`config.mk`:
```
export PLATFORM = sky130hd
export DESIGN_NAME = cpu7_csr_excp
export DESIGN_NICKNAME = d
export VERILOG_FILES = /design/src/rtl/cpu7_csr_excp_pkg.sv /design/src/rtl/cpu7_csr_excp_pri.sv /design/src/rtl/cpu7_csr_excp.sv
export SDC_FILE = /design/constraint.sdc
export NUM_CORES = 1
export LEC_CHECK = 0
export BUFFER_PORTS_ARGS = -buffer_cell sky130_fd_sc_hd__clkbuf_2
export CAP_MARGIN = 20
export CORE_ASPECT_RATIO = 0.9
export CORE_UTILIZATION = 31
export CTS_BUF_LIST = sky130_fd_sc_hd__clkbuf_2 sky130_fd_sc_hd__clkbuf_4 sky130_fd_sc_hd__clkbuf_8
export CTS_CLUSTER_SIZE = 10
export DETAILED_ROUTE_END_ITERATION = 7
export GPL_TIMING_DRIVEN = 0
export PLACE_DENSITY = 0.58
export SLEW_MARGIN = 10
export SYNTH_ARGS = -nofsm -noshare
export SYNTH_HDL_FRONTEND = slang
export SYNTH_SLANG_ARGS = --single-unit
```
`constraint.sdc`:
```
create_clock -name clk -period 6.1 [get_ports clk]
set_input_delay 0.61 -clock clk [delete_from_list [all_inputs] [get_ports clk]]
set_output_delay 0.61 -clock clk [all_outputs]
set_load 0.02 [all_outputs]
```
`src/rtl/cpu7_csr_excp_pkg.sv`:
```
// cpu7_csr_excp_pkg
// Shared definitions for the CSR / exception block.
// Contents:
//   - CSR addresses (CRMD, PRMD, ECFG, ESTAT, ERA, BADV, EENTRY, TCFG, TVAL, TICLR)
//   - field bit positions of those registers
//   - exception Ecode constants
//   - mode_t: the {IE, PLV} pair shared by CRMD and PRMD
package cpu7_csr_excp_pkg;

    // CSR addresses
    localparam logic [13:0] CSR_CRMD   = 14'h000;
    localparam logic [13:0] CSR_PRMD   = 14'h001;
    localparam logic [13:0] CSR_ECFG   = 14'h004;
    localparam logic [13:0] CSR_ESTAT  = 14'h005;
    localparam logic [13:0] CSR_ERA    = 14'h006;
    localparam logic [13:0] CSR_BADV   = 14'h007;
    localparam logic [13:0] CSR_EENTRY = 14'h00C;
    localparam logic [13:0] CSR_TCFG   = 14'h041;
    localparam logic [13:0] CSR_TVAL   = 14'h042;
    localparam logic [13:0] CSR_TICLR  = 14'h044;

    // Field positions
    localparam int MODE_PLV_LO    = 0;
    localparam int MODE_PLV_HI    = 1;
    localparam int MODE_IE        = 2;
    localparam int ECFG_LIE_HI    = 12;
    localparam int ESTAT_IS_HI    = 12;
    localparam int ESTAT_SW_HI    = 1;
    localparam int ESTAT_HW_LO    = 2;
    localparam int ESTAT_HW_HI    = 9;
    localparam int ESTAT_TI       = 11;
    localparam int ESTAT_ECODE_LO = 16;
    localparam int ESTAT_ECODE_HI = 21;
    localparam int TCFG_EN        = 0;
    localparam int TCFG_PERIODIC  = 1;
    localparam int TCFG_INIT_LO   = 2;
    localparam int TICLR_CLR      = 0;

    localparam int ECODE_W = 6;

    // Ecode values
    localparam logic [5:0] ECODE_INT = 6'h00;
    localparam logic [5:0] ECODE_PIL = 6'h01;
    localparam logic [5:0] ECODE_PIS = 6'h02;
    localparam logic [5:0] ECODE_PIF = 6'h03;
    localparam logic [5:0] ECODE_PME = 6'h04;
    localparam logic [5:0] ECODE_PPI = 6'h07;
    localparam logic [5:0] ECODE_ADE = 6'h08;
    localparam logic [5:0] ECODE_ALE = 6'h09;
    localparam logic [5:0] ECODE_SYS = 6'h0B;
    localparam logic [5:0] ECODE_BRK = 6'h0C;
    localparam logic [5:0] ECODE_INE = 6'h0D;
    localparam logic [5:0] ECODE_IPE = 6'h0E;
    localparam logic [5:0] ECODE_FPD = 6'h0F;

    // Privilege/interrupt-enable pair, laid out as in CRMD[2:0] / PRMD[2:0]
    typedef struct packed {
        logic       ie;
        logic [1:0] plv;
    } mode_t;

endpackage

```
`src/rtl/cpu7_csr_excp_pri.sv`:
```
// cpu7_csr_excp_pri
// Fixed-priority one-hot arbiter over N_EXC exception requests; index 0 has
// the highest priority. Also returns the Ecode of the winning source.
// Ports:
//   req      in  N_EXC          request vector
//   code_in  in  N_EXC*ECODE_W  per-source Ecode, source i at [i*ECODE_W +: ECODE_W]
//   grant    out N_EXC          one-hot winner (all zero when req is zero)
//   code_out out ECODE_W        Ecode of the winner (zero when no request)
module cpu7_csr_excp_pri #(
    parameter int N_EXC   = 4,
    parameter int ECODE_W = 6
) (
    input  logic [N_EXC-1:0]         req,
    input  logic [N_EXC*ECODE_W-1:0] code_in,
    output logic [N_EXC-1:0]         grant,
    output logic [ECODE_W-1:0]       code_out
);

    logic [ECODE_W-1:0] masked_code [N_EXC];

    genvar gi;
    generate
        for (gi = 0; gi < N_EXC; gi++) begin : g_grant
            if (gi == 0) begin : g_first
                assign grant[gi] = req[gi];
            end else begin : g_rest
                // A source wins only if no lower-indexed source is requesting.
                assign grant[gi] = req[gi] & ~(|req[gi-1:0]);
            end
            assign masked_code[gi] = code_in[gi*ECODE_W +: ECODE_W] & {ECODE_W{grant[gi]}};
        end
    endgenerate

    // grant is one-hot, so OR-reducing the masked codes selects the winner's.
    always_comb begin
        code_out = '0;
        for (int i = 0; i < N_EXC; i++) begin
            code_out = code_out | masked_code[i];
        end
    end

endmodule

```
`src/rtl/cpu7_csr_excp.sv`:
```
// cpu7_csr_excp
// Privilege/exception CSR file: CRMD, PRMD, ECFG, ESTAT, ERA, BADV, EENTRY and,
// when built with CPU7_CSR_TIMER_EN, the countdown timer (TCFG, TVAL, TICLR, TI).
// Arbitrates N_EXC synchronous exception sources, records cause/bad address,
// handles ERTN, and produces a registered level interrupt request.
// Build option:
//   CPU7_CSR_TIMER_EN  defined: timer implemented; undefined: timer addresses
//                      read 0, ignore writes, IS[11] tied 0, no timer flops.
// Ports:
//   clk, resetn            clock, asynchronous active-low reset
//   csr_raddr/csr_rdata    combinational CSR read (unimplemented -> 0)
//   csr_waddr/wdata/wen    CSR write, applied at the clock edge
//   excp_vec_e/ecode_e     per-source exception requests and Ecodes
//   excp_badv_e            faulting address
//   ifu_exu_pc_e           PC of the E-stage instruction
//   ertn_e                 ERTN retiring in E
//   hw_int                 external interrupt levels
//   csr_eentry, csr_era    current EENTRY / ERA
//   csr_excp_sel           one-hot winning source (combinational)
//   csr_int                registered interrupt request
module cpu7_csr_excp
    import cpu7_csr_excp_pkg::*;
#(
    parameter int                 GRLEN     = 32,
    parameter int                 N_EXC     = 4,
    parameter logic [N_EXC-1:0]   BADV_MASK = N_EXC'(1),
    parameter int                 TIMER_W   = 32
) (
    input  logic                     clk,
    input  logic                     resetn,
    input  logic [13:0]              csr_raddr,
    output logic [GRLEN-1:0]         csr_rdata,
    input  logic [13:0]              csr_waddr,
    input  logic [GRLEN-1:0]         csr_wdata,
    input  logic                     csr_wen,
    input  logic [N_EXC-1:0]         excp_vec_e,
    input  logic [N_EXC*ECODE_W-1:0] excp_ecode_e,
    input  logic [GRLEN-1:0]         excp_badv_e,
    input  logic [GRLEN-1:0]         ifu_exu_pc_e,
    input  logic                     ertn_e,
    input  logic [7:0]               hw_int,
    output logic [GRLEN-1:0]         csr_eentry,
    output logic [GRLEN-1:0]         csr_era,
    output logic [N_EXC-1:0]         csr_excp_sel,
    output logic                     csr_int
);

    // ------------------------------------------------------------------
    // Exception arbitration
    // ------------------------------------------------------------------
    logic [ECODE_W-1:0] win_ecode;
    logic               excp_taken;
    logic               badv_hit;

    cpu7_csr_excp_pri #(
        .N_EXC   (N_EXC),
        .ECODE_W (ECODE_W)
    ) u_pri (
        .req      (excp_vec_e),
        .code_in  (excp_ecode_e),
        .grant    (csr_excp_sel),
        .code_out (win_ecode)
    );

    assign excp_taken = |excp_vec_e;
    assign badv_hit   = |(csr_excp_sel & BADV_MASK);

    // ------------------------------------------------------------------
    // Write decode
    // ------------------------------------------------------------------
    logic wr_crmd, wr_prmd, wr_ecfg, wr_estat, wr_era, wr_badv, wr_eentry;

    assign wr_crmd   = csr_wen && (csr_waddr == CSR_CRMD);
    assign wr_prmd   = csr_wen && (csr_waddr == CSR_PRMD);
    assign wr_ecfg   = csr_wen && (csr_waddr == CSR_ECFG);
    assign wr_estat  = csr_wen && (csr_waddr == CSR_ESTAT);
    assign wr_era    = csr_wen && (csr_waddr == CSR_ERA);
    assign wr_badv   = csr_wen && (csr_waddr == CSR_BADV);
    assign wr_eentry = csr_wen && (csr_waddr == CSR_EENTRY);

    // Not every write-data bit lands in a register for every configuration.
    logic unused_wdata;
    assign unused_wdata = ^csr_wdata;

    // ------------------------------------------------------------------
    // Core CSR state
    // ------------------------------------------------------------------
    mode_t                     crmd_reg;
    mode_t                     prmd_reg;
    logic [ECFG_LIE_HI:0]      ecfg_lie_reg;
    logic [ESTAT_SW_HI:0]      is_sw_reg;
    logic [7:0]                is_hw_reg;
    logic [ECODE_W-1:0]        ecode_reg;
    logic [GRLEN-1:0]          era_reg;
    logic [GRLEN-1:0]          badv_reg;
    logic [GRLEN-1:0]          eentry_reg;
    logic                      csr_int_reg;
    logic                      ti_flag;

    // Exception > ERTN > CSR write for CRMD.
    always_ff @(posedge clk or negedge resetn) begin
        if (!resetn) begin
            crmd_reg <= '0;
        end else if (excp_taken) begin
            crmd_reg <= '0;
        end else if (ertn_e) begin
            crmd_reg <= prmd_reg;
        end else if (wr_crmd) begin
            crmd_reg.plv <= csr_wdata[MODE_PLV_HI:MODE_PLV_LO];
            crmd_reg.ie  <= csr_wdata[MODE_IE];
        end
    end

    // Fields that an exception rewrites; a same-cycle CSR write to them is dropped.
    always_ff @(posedge clk or negedge resetn) begin
        if (!resetn) begin
            prmd_reg  <= '0;
            era_reg   <= '0;
            badv_reg  <= '0;
            ecode_reg <= '0;
        end else if (excp_taken) begin
            prmd_reg  <= crmd_reg;
            era_reg   <= ifu_exu_pc_e;
            ecode_reg <= win_ecode;
            if (badv_hit) begin
                badv_reg <= excp_badv_e;
            end
        end else begin
            if (wr_prmd) begin
                prmd_reg.plv <= csr_wdata[MODE_PLV_HI:MODE_PLV_LO];
                prmd_reg.ie  <= csr_wdata[MODE_IE];
            end
            if (wr_era) begin
                era_reg <= csr_wdata;
            end
            if (wr_badv) begin
                badv_reg <= csr_wdata;
            end
        end
    end

    // Registers and fields untouched by exceptions.
    always_ff @(posedge clk or negedge resetn) begin
        if (!resetn) begin
            ecfg_lie_reg <= '0;
            is_sw_reg    <= '0;
            is_hw_reg    <= '0;
            eentry_reg   <= '0;
        end else begin
            is_hw_reg <= hw_int;
            if (wr_ecfg) begin
                ecfg_lie_reg <= csr_wdata[ECFG_LIE_HI:0];
            end
            if (wr_estat) begin
                is_sw_reg <= csr_wdata[ESTAT_SW_HI:0];
            end
            if (wr_eentry) begin
                eentry_reg <= csr_wdata;
            end
        end
    end

    // ------------------------------------------------------------------
    // Timer
    // ------------------------------------------------------------------
`ifdef CPU7_CSR_TIMER_EN
    logic [TIMER_W-1:0] tcfg_reg;
    logic [TIMER_W-1:0] tval_reg;
    logic               ti_reg;
    logic               wr_tcfg;
    logic               wr_ticlr;
    logic               timer_expire;
    logic [TIMER_W-1:0] tcfg_reload;

    assign wr_tcfg      = csr_wen && (csr_waddr == CSR_TCFG);
    assign wr_ticlr     = csr_wen && (csr_waddr == CSR_TICLR);
    assign tcfg_reload  = {tcfg_reg[TIMER_W-1:TCFG_INIT_LO], 2'b00};
    // A TCFG write in the same cycle suppresses expiry entirely.
    assign timer_expire = !wr_tcfg && tcfg_reg[TCFG_EN] && (tval_reg == '0);

    always_ff @(posedge clk or negedge resetn) begin
        if (!resetn) begin
            tcfg_reg <= '0;
            tval_reg <= '0;
        end else if (wr_tcfg) begin
            tcfg_reg <= csr_wdata[TIMER_W-1:0];
            tval_reg <= {csr_wdata[TIMER_W-1:TCFG_INIT_LO], 2'b00};
        end else if (tcfg_reg[TCFG_EN]) begin
            if (tval_reg != '0) begin
                tval_reg <= tval_reg - TIMER_W'(1);
            end else if (tcfg_reg[TCFG_PERIODIC]) begin
                tval_reg <= tcfg_reload;
            end else begin
                tcfg_reg[TCFG_EN] <= 1'b0;
            end
        end
    end

    // Setting TI takes precedence over a same-cycle TICLR clear.
    always_ff @(posedge clk or negedge resetn) begin
        if (!resetn) begin
            ti_reg <= 1'b0;
        end else if (timer_expire) begin
            ti_reg <= 1'b1;
        end else if (wr_ticlr && csr_wdata[TICLR_CLR]) begin
            ti_reg <= 1'b0;
        end
    end

    assign ti_flag = ti_reg;
`else
    assign ti_flag = 1'b0;
`endif

    // ------------------------------------------------------------------
    // ESTAT view and interrupt request
    // ------------------------------------------------------------------
    logic [ESTAT_IS_HI:0] estat_is;
    logic [GRLEN-1:0]     estat_val;

    always_comb begin
        estat_is                           = '0;
        estat_is[ESTAT_SW_HI:0]            = is_sw_reg;
        estat_is[ESTAT_HW_HI:ESTAT_HW_LO]  = is_hw_reg;
        estat_is[ESTAT_TI]                 = ti_flag;
    end

    always_comb begin
        estat_val                                = '0;
        estat_val[ESTAT_IS_HI:0]                 = estat_is;
        estat_val[ESTAT_ECODE_HI:ESTAT_ECODE_LO] = ecode_reg;
    end

    always_ff @(posedge clk or negedge resetn) begin
        if (!resetn) begin
            csr_int_reg <= 1'b0;
        end else begin
            csr_int_reg <= crmd_reg.ie & (|(estat_is & ecfg_lie_reg));
        end
    end

    // ------------------------------------------------------------------
    // Read mux and outputs
    // ------------------------------------------------------------------
    always_comb begin
        csr_rdata = '0;
        case (csr_raddr)
            CSR_CRMD:   csr_rdata = GRLEN'(crmd_reg);
            CSR_PRMD:   csr_rdata = GRLEN'(prmd_reg);
            CSR_ECFG:   csr_rdata = GRLEN'(ecfg_lie_reg);
            CSR_ESTAT:  csr_rdata = estat_val;
            CSR_ERA:    csr_rdata = era_reg;
            CSR_BADV:   csr_rdata = badv_reg;
            CSR_EENTRY: csr_rdata = eentry_reg;
`ifdef CPU7_CSR_TIMER_EN
            CSR_TCFG:   csr_rdata = GRLEN'(tcfg_reg);
            CSR_TVAL:   csr_rdata = GRLEN'(tval_reg);
`endif
            default:    csr_rdata = '0;
        endcase
    end

    assign csr_eentry = eentry_reg;
    assign csr_era    = era_reg;
    assign csr_int    = csr_int_reg;

endmodule

```
# Word-level counts from Yosys, hierarchy flattened
# Index checks and enable logic that the tools add are counted.
[totals] regBits=132 input_bits=164 out_inout_bits=101 word_cells=69
[op_classes] n_eq_ne=13 mux=11 bitwise_logic=15 n_reduce_logical=18
[op_table] op="32-bit case mux with 7 select lines" n=1
[op_table] op="32-bit two-way mux" n=5
[op_table] op="14-bit by 3-bit equality test with 1-bit output (second input constant)" n=8
[op_table] op="14-bit by 1-bit equality test with 1-bit output (second input constant)" n=2
[op_table] op="14-bit by 4-bit equality test with 1-bit output (second input constant)" n=2
[op_table] op="14-bit zero test" n=2
[op_table] op="6-bit bitwise AND" n=4
[op_table] op="6-bit OR" n=3
[op_table] op="3-bit two-way mux" n=5
[op_table] op="10-bit by 13-bit bitwise AND with 13-bit output" n=1
[op_table] op="13-bit OR reduction" n=1
[op_table] op="1-bit logical AND" n=7
[op_table] op="2-bit nonzero test" n=3
[op_table] op="1-bit bitwise AND" n=4
[op_table] op="4-bit OR reduction" n=1
[op_table] op="1-bit inverter" n=3
[op_table] op="3-bit nonzero test" n=1
[op_table] op="3-bit OR reduction" n=1
[op_table] op="2-bit != test (second input constant)" n=1
[op_table] op="2-bit AND reduction" n=1
[op_table] op="2-bit OR reduction" n=1

# Depth between registers and ports, before layout
[logic_depth] depth_word=6 mapped_depth=7 depth_no_buf=4

# Hierarchy
# A second synthesis with hierarchy kept.
[unflattened] hier_cells=638 hier_area_um2=6866.6
[modules_own_cells] mod="cpu7_csr_excp" instances=1 cells_per_inst=613 area_per_inst_um2=6681.4 seq_area_each_um2=3303.2
[modules_own_cells] mod="cpu7_csr_excp_pri" instances=1 cells_per_inst=25 area_per_inst_um2=185.2 seq_area_each_um2=0.0

# Worst setup path before layout
# OpenSTA, ideal clock, no wires.
[synth_timing] kind="input to output" from="input port csr_raddr[5]" to="output port csr_rdata[7]" t_arrival_ps=2468 t_required_ps=5490 setup_slack_ps=3022 path_stages=4 path_buffers=1 cell_sequence="or4_1 or4b_1 buf_4 o32ai_1"
[synth_via] elab_chain_cells=2 elab_cells_between_ends=8 classes_between="eq/ne (6); mux (1); reduce/logical (1)"
[synth_rtl] item="start: declaration" line="cpu7_csr_excp.sv:31" text="input logic [13:0] csr_raddr,"
[synth_rtl] item="14-bit by 4-bit equality test with 1-bit output, or another cell as far along" line="cpu7_csr_excp.sv:247" text="case (csr_raddr)"
[synth_rtl] item="32-bit case mux with 7 select lines (*)" line="cpu7_csr_excp.sv:247"
[synth_rtl] item="end: declaration" line="cpu7_csr_excp.sv:32" text="output logic [GRLEN-1:0] csr_rdata,"
# Mark *: on every way between the ends. The rest lies on a longest branch, timed or not.

# Worst setup path in the final report
[layout_timing] from="input port csr_raddr[5]" to="output port csr_rdata[23]"
# Same word-level chain as after synthesis.

==> flow_metrics.tcl <==
set metrics [dict create \
    ys_warn_count 0 \
    timing.slew.headroom 0.315 \
    placement_rows 51 \
    critPathArrivalTime_ns 3.15 \
    drc 0 \
    detail_route.wirelength_um 26400 \
    finalCritPeriodShare 0.616 \
    drt_first_iter_violations 357 \
    synth_sequential_area_ratio 0.483 \
    synth_async_sr_flop_share 1.00 \
    via_count_of_the_first_global_routing_pass 6436 \
    status "completed" \
    grt_max_degree 89 \
    hold_buffers 0 \
    timing.fmax_mhz 266 \
    areaGrowthSynthToFinish_pct 30.3 \
    post_drt_via_cell_ratio 5.41 \
    synth-edff-count 0 \
    syn-instance-count 651 \
    report.final.slew_viol_count 0 \
    cts-root-buf "sky130_fd_sc_hd__clkbuf_8" \
    path_class "primary input to output pin" \
    die-area_um2 22700 \
    syn-num-nets 815 \
    cts-resized-gates 0 \
    worst_hold_check_path_type "primary input to async pin" \
    worstPathRequired_ns 5.49 \
    finalWeightedCongestion 0.824 \
    syn_area_um2 6850 \
    r2r-start "ecfg_lie_reg[9]" \
    synth-seq-cells 132 \
    cts_tree "built" \
    rr_worst_depth 3 \
    timing.critical_path.fanout_max 10 \
    effective_utilization_at_floorplan 0.316 \
    max_slew.worst_pin.slew_ns 1.02 \
    postCtsSetupRepairBufs 0 \
    p_per_area_nw_per_um2 216 \
    globalRouteTotalUtil 0.234 \
    cts_buffers 17 \
    static-leakage-power_nw 4.24 \
    globalRouteOverflowTotal 0 \
    num_io_pins 265 \
    placement.setup.worst_slack_ns 2.34 \
    setup.reg_to_reg.worst_slack_ns 4.92 \
    rsz0062_at_grt "no" \
    post_synth.cell_area_avg_um2 10.5 \
    crit_path_start_kind "primary input" \
    timing.clock.skew_ns 0.0110 \
    grt_first_pass_wirelength_um 38800 \
    worst_slack_ns 2.34 \
    clock_pin_slew_reported_for_the_worst_setup_and_hold_paths_after_clock_tree_synthesis_ns 0.09 \
    ir_worst_vdd_mv 0.100 \
    core-area_um2 21600 \
    final_period_minus_worst_setup_slack_ns 3.76 \
    tritoncts_num_sinks 132 \
    drt-wirelength-per-cell_um 21.4 \
    layout-drive-gt1-share 0.337 \
    die_span_y_um 143 \
    number_of_nets_with_antenna_violations_after_routing 0 \
    port_buffers 261 \
    final.setup.tns_ns 0 \
    antenna_found_initial 1 \
    cts_max_level 4 \
    setup-violations-final 0 \
    synthDistinctLibCells 50 \
    worst_setup_path_end_kind "output pin" \
    ctsLongestPathBuffers 2 \
    num-fill-cells 2183 \
    die_w_um 159 \
    max_cap_viol 0 \
    nNetsFinal 1096 \
    ys_dominant_reg_cell "sky130_fd_sc_hd__dfrtp_1" \
    finalHoldViolCount 0 \
    detailroute.via_count 6693 \
    worstSkewPairLatency_ns 0.46 \
    reg2reg_to "csr_int" \
    hpwl_um 19400 \
    drt_pass1_iterations 5 \
]
through the flow:
step / util / hold slack [ns] / cell area (um2) / std cells / power (W)
6_report: 0.412 / 0.0779 / 8920 / 1237 / 0.00193
3_5_place_dp: 0.395 / 0.485 / 8550 / 1204 / 0.00122
4_1_cts: 0.412 / 0.0713 / 8920 / 1236 / 0.00194
5_1_grt: 0.412 / 0.0603 / 8920 / 1236 / 0.00201
2_1_floorplan: - / 0.314 / 6850 / 651 / 0.00108
3_3_place_gp: 0.394 / 0.477 / 8520 / 1203 / 0.00122
layout make-up:
class	instances	area, um2	share of cell area
flip-flops and latches	132	3300	0.370
multi-input cells	455	3280	0.368
repair buffers	262	1340	0.150
well taps	291	364	0.0408
plain buffers	59	244	0.0273
clock buffers	17	234	0.0262
clock inverters	15	134	0.0150
inverters	5	18.8	0.00210
diodes	1	2.50	0.000280
critical path: stages:
cell	delay [ns]
sky130_fd_sc_hd__clkbuf_2	0.07
sky130_fd_sc_hd__or4_1	0.60
sky130_fd_sc_hd__nor4_2	0.87
sky130_fd_sc_hd__clkbuf_1	0.51
sky130_fd_sc_hd__and2_1	0.21
sky130_fd_sc_hd__a221o_1	0.11
sky130_fd_sc_hd__clkbuf_2	0.17
placed cells by master (no fill, tap or decap), drive strengths merged, types with 10 or more instances in the layout:
cell type and count:
inv 14, clkbuf 316, a21oi 43, mux2 49, a22oi 20, nor3 14
nor2b 10, nor2 44, a221o 23, mux2i 17, buf 22, o221a 32
o21ai 45, a31oi 40, nand2b 34, and2 15, dfrtp 132
logic make-up after synthesis:
group,after synthesis,share of synthesized area
compound gates,233,0.244
simple gates,156,0.130
flops,132,0.483
mux,66,0.105
buf+inv,64,0.0384
metal layers:
| layer | routed length [um] | GRT usage |
|---|---|---|
| met1 | 12100 | 0.332 |
| met2 | 12200 | 0.363 |
| met3 | 1760 | 0.0467 |
| met4 | 322 | 0.0582 |
| met5 | 13 | 0 |
where the power goes:
part           switching (W)  total, W  internal [W]
Clock               0.000428  0.000727      0.000299
Combinational       0.000147  0.000255      0.000108
Sequential         0.0000329  0.000949      0.000916
worst max path at each step:
stage                    endpoint    startpoint  cells past startpoint  slack [ns]
floorplan            csr_rdata[7]  csr_raddr[5]                      4        3.02
global route        csr_rdata[29]  csr_raddr[5]                      7        2.27
global placement     is_hw_reg[3]        resetn                      1        2.05
finish              csr_rdata[23]  csr_raddr[5]                      7        2.34
detailed placement  csr_rdata[24]  csr_raddr[5]                      7        2.34
CTS                 csr_rdata[23]  csr_raddr[5]                      7        2.34
cells in the mapped netlist, drive strengths merged, types with 3 or more instances:
cell    count  area share
o221a      32       0.053
inv         4      0.0022
mux2i      17       0.025
mux2       49       0.081
a221o      23       0.034
nor4        4      0.0055
clkbuf     38       0.021
or4         3      0.0038
and2       15       0.014
nand2b     34       0.031
o211ai      4      0.0044
nand3       6      0.0044
o21a        4      0.0044
a31oi      40       0.037
nor3       14       0.013
nor2b      10      0.0091
a21oi      43       0.031
buf        21       0.015
o22ai       6      0.0055
o21ai      45       0.033
nor2       44       0.024
and4        4      0.0051
nor3b       3      0.0033
a22oi      20       0.022
a22o        7      0.0090
dfrtp     132        0.48
nand2       8      0.0044
Note: power is estimated with default switching activity, not from simulation.
